### src/rtl/bin_counter.sv
// Free-running WIDTH-bit binary up/down counter with a registered output.
// i_mode picks the direction each edge (0 = up, 1 = down); i_rst clears synchronously.
module bin_counter #(
  parameter int unsigned WIDTH = 8
) (
  input  logic             i_clk,
  input  logic             i_rst,
  input  logic             i_mode,
  output logic [WIDTH-1:0] o_cnt
);

  localparam logic [WIDTH-1:0] One = WIDTH'(1);

  logic [WIDTH-1:0] cnt_q;
  logic [WIDTH-1:0] cnt_d;

  // Carry/borrow fall off the top, giving modulo-2^WIDTH wrap in both directions.
  always_comb begin
    cnt_d = cnt_q + One;
    if (i_mode) begin
      cnt_d = cnt_q - One;
    end
  end

  always_ff @(posedge i_clk) begin
    if (i_rst) begin
      cnt_q <= '0;
    end else begin
      cnt_q <= cnt_d;
    end
  end

  assign o_cnt = cnt_q;

endmodule

### config.mk
export PLATFORM = sky130hd
export DESIGN_NAME = bin_counter
export DESIGN_NICKNAME = d
export VERILOG_FILES = /design/src/rtl/bin_counter.sv
export SDC_FILE = /design/constraint.sdc
export NUM_CORES = 1
export LEC_CHECK = 0
export ABC_AREA = 1
export CAP_MARGIN = 20
export CORE_AREA = 2 2 39 41
export CTS_BUF_LIST = sky130_fd_sc_hd__clkbuf_4 sky130_fd_sc_hd__clkbuf_8
export CTS_CLUSTER_DIAMETER = 80
export CTS_CLUSTER_SIZE = 16
export DETAILED_ROUTE_END_ITERATION = 6
export DIE_AREA = 0 0 41 43
export SLEW_MARGIN = 5
export SYNTH_ARGS = -nofsm -noshare
export SYNTH_HDL_FRONTEND = slang
export SYNTH_SLANG_ARGS = --single-unit
### constraint.sdc
create_clock -name i_clk -period 1.8 [get_ports i_clk]
set_input_delay 0.45 -clock i_clk [delete_from_list [all_inputs] [get_ports i_clk]]
set_output_delay 0.45 -clock i_clk [all_outputs]
set_load 0.1 [all_outputs]
==> impl_metrics.json <==
{
  "cp-end-kind": "register",
  "critPathArrivalTime_ns": 1.63,
  "cts_tree": "done",
  "die_w_um": 41,
  "crit_top_cell": "nor2_1",
  "clock-sinks": 8,
  "slew_headroom_pct": 84.5,
  "routed_via_density": 4.77,
  "clock.fmax_mhz": 679,
  "maxCapViolations": 0,
  "cp_slowest_cell": "ha_1",
  "fill_cells": 118,
  "final_core_util_pct": 59.6,
  "grtUsageTotal_pct": 17.1,
  "ios": 11,
  "ir_worst_vdd_v": 0.000647,
  "layout-drive-gt1-share_pct": 33.7,
  "cts.clk_slew.worst_paths_ns": 0.06,
  "ys_ff_latch": 8,
  "crit_path_cell_trace": "dlymetal6s2s_1 -> buf_6 -> ha_1 -> or2_1 -> and2_4 -> nor2_1 -> nor2_1",
  "setup_viol": 0,
  "synth_area_um2": 524,
  "dr.pass1.iters": 4,
  "setup_tns_ns": 0,
  "wl_per_cell_um": 10.4,
  "rsz0062_at_grt": "no",
  "finClkSkew_ns": 0.00119,
  "clockBufferDepth": 2,
  "fin_crit_sh_pct": 81.8,
  "dr_total_vias": 515,
  "final_cell_mix": "nand2_1 (18), nor2_1 (14), inv_1 (9)",
  "whs_ns": 0.468,
  "cpPeakStageDelay_ns": 0.32,
  "diodes": 0,
  "status": "finished, final reports clean",
  "dpl.cell_count": 105,
  "core_area_um2": 1380,
  "htreeDepth": 1,
  "seq_area_um2": 169,
  "drt-initial-drc-count": 6,
  "syn_inst": 75,
  "dp_hpwl_um": 866,
  "cts_root_buffer": "clkbuf_4",
  "final_max_slew_viol_count": 0,
  "fin_cells": 108,
  "hold_class": "register to register",
  "critical_path_class": "input pin to register",
  "start_util_pct": 37.9,
  "yosys_warnings": 0,
  "power_density_nw_per_um2": 1460,
  "worst_pin_slew_ns": 0.231,
  "cts_buffers": 3,
  "ant_nets": 0,
  "yosysSeqAreaShare_pct": 30.5,
  "regToRegSetupSlack_ns": 0.34,
  "area_delta_synth_final_pct": 57.3,
  "insertion_delay_ns": 0.26,
  "worst_setup_path_start_kind": "input pin",
  "routabilityCongestion": 0.880,
  "synth_nets": 85,
  "antenna_found_initial": 0,
  "total_power_mw": 1.20,
  "grt_max_degree": 8,
  "cp.required_ns": 1.96,
  "final_common_cell": "nand2_1",
  "rows": 14,
  "p_leak_nw": 0.411,
  "dieHeight_um": 43,
  "grt_pass1_vias": 472,
  "avgSynthCellArea_um2": 6.99,
  "wirelength_um": 1130,
  "dieArea_um2": 1760,
  "nets": 104,
  "crit_path_max_fanout": 7,
  "multi_input_area_um2": 355,
  "grt_pass1_wl_um": 1970,
  "overflow": 0,
  "largest_register_ff_count": 8,
  "finalHoldViolCount": 0,
  "yosysUniqueCellTypes": 16,
  "drc_errors": 0,
  "numPortBuffers": 10,
  "layout_min_cycle_time_ns": 1.47
}
Yosys cell counts:
cell type / count / share of area [%]
nand3b_1: 2 / 2.9
ha_1: 6 / 14
nand3_1: 4 / 3.8
nand2_2: 1 / 1.2
nand2_1: 18 / 13
and2_4: 2 / 3.3
fa_1: 1 / 3.8
dfxtp_1: 8 / 31
inv_2: 1 / 0.72
nor2_1: 14 / 10
inv_1: 9 / 6.4
or2_1: 1 / 1.2
clkinv_1: 1 / 0.72
a21oi_1: 5 / 4.8
or2_4: 1 / 1.7
xnor2_1: 1 / 1.7
cell families after synthesis:
| kind of cell | count (synthesis) | share of synthesized area [%] |
|---|---|---|
| simple gates | 43 | 37.0 |
| buf+inv | 11 | 7.87 |
| flops | 8 | 30.5 |
| fa+ha+maj | 7 | 18.1 |
| compound gates | 5 | 4.77 |
| xor+xnor | 1 | 1.67 |
stage by stage:
step,cell area (um2),worst slack (ns)
after global placement,763,-0.235
final,825,0.327
after floorplan,533,0.0677
after global routing,825,0.241
after CTS,786,0.0306
after detailed placement,763,-0.239
critical path: cells and delay by family:
| family | cells | cell delay [ns] |
|---|---|---|
| AND/OR/NAND/NOR | 4 | 0.56 |
| buffers and inverters | 2 | 0.29 |
| adder cells (fa/ha/maj) | 1 | 0.32 |
timing repair:
action / CTS / global route
gates resized for setup: 0 / 6
setup endpoints to repair: 0 / 5
buffers inserted: 0 / 0
hold buffers: 0 / 0
worst paths after layout:
check | to | startpoint | depth (start not counted)
setup / recovery | o_cnt[4]$_SDFF_PP0_ | i_mode | 7
hold / removal | o_cnt[0]$_SDFF_PP0_ | o_cnt[0]$_SDFF_PP0_ | 1
setup reg to reg | o_cnt[6]$_SDFF_PP0_ | o_cnt[0]$_SDFF_PP0_ | 8
hold reg to reg | o_cnt[0]$_SDFF_PP0_ | o_cnt[0]$_SDFF_PP0_ | 1
cell type report:
type,instances,share of cell area [%]
Timing Repair Buffer,14,26.3
Inverter,11,5.01
Sequential cell,8,20.5
Multi-Input combinational cell,56,43.1
Clock buffer,3,2.73
Tap cell,16,2.43
routing by layer:
layer	vias to the layer above	global-route usage [%]	wire [um]
li1	271	-	-
met3	2	4.71	54
met2	15	22.5	524
met1	227	24.0	528
met4	0	10.0	19
met5	-	0	0
power by group:
group / internal (mW) / switching [mW] / total, mW / leakage (nW)
Combinational: 0.311 / 0.472 / 0.783 / 0.329
Sequential: 0.226 / 0.0490 / 0.275 / 0.0685
Clock: 0.0768 / 0.0685 / 0.145 / 0.0138
Total: 0.614 / 0.589 / 1.20 / 0.411
(Power assumes the default switching activity.)
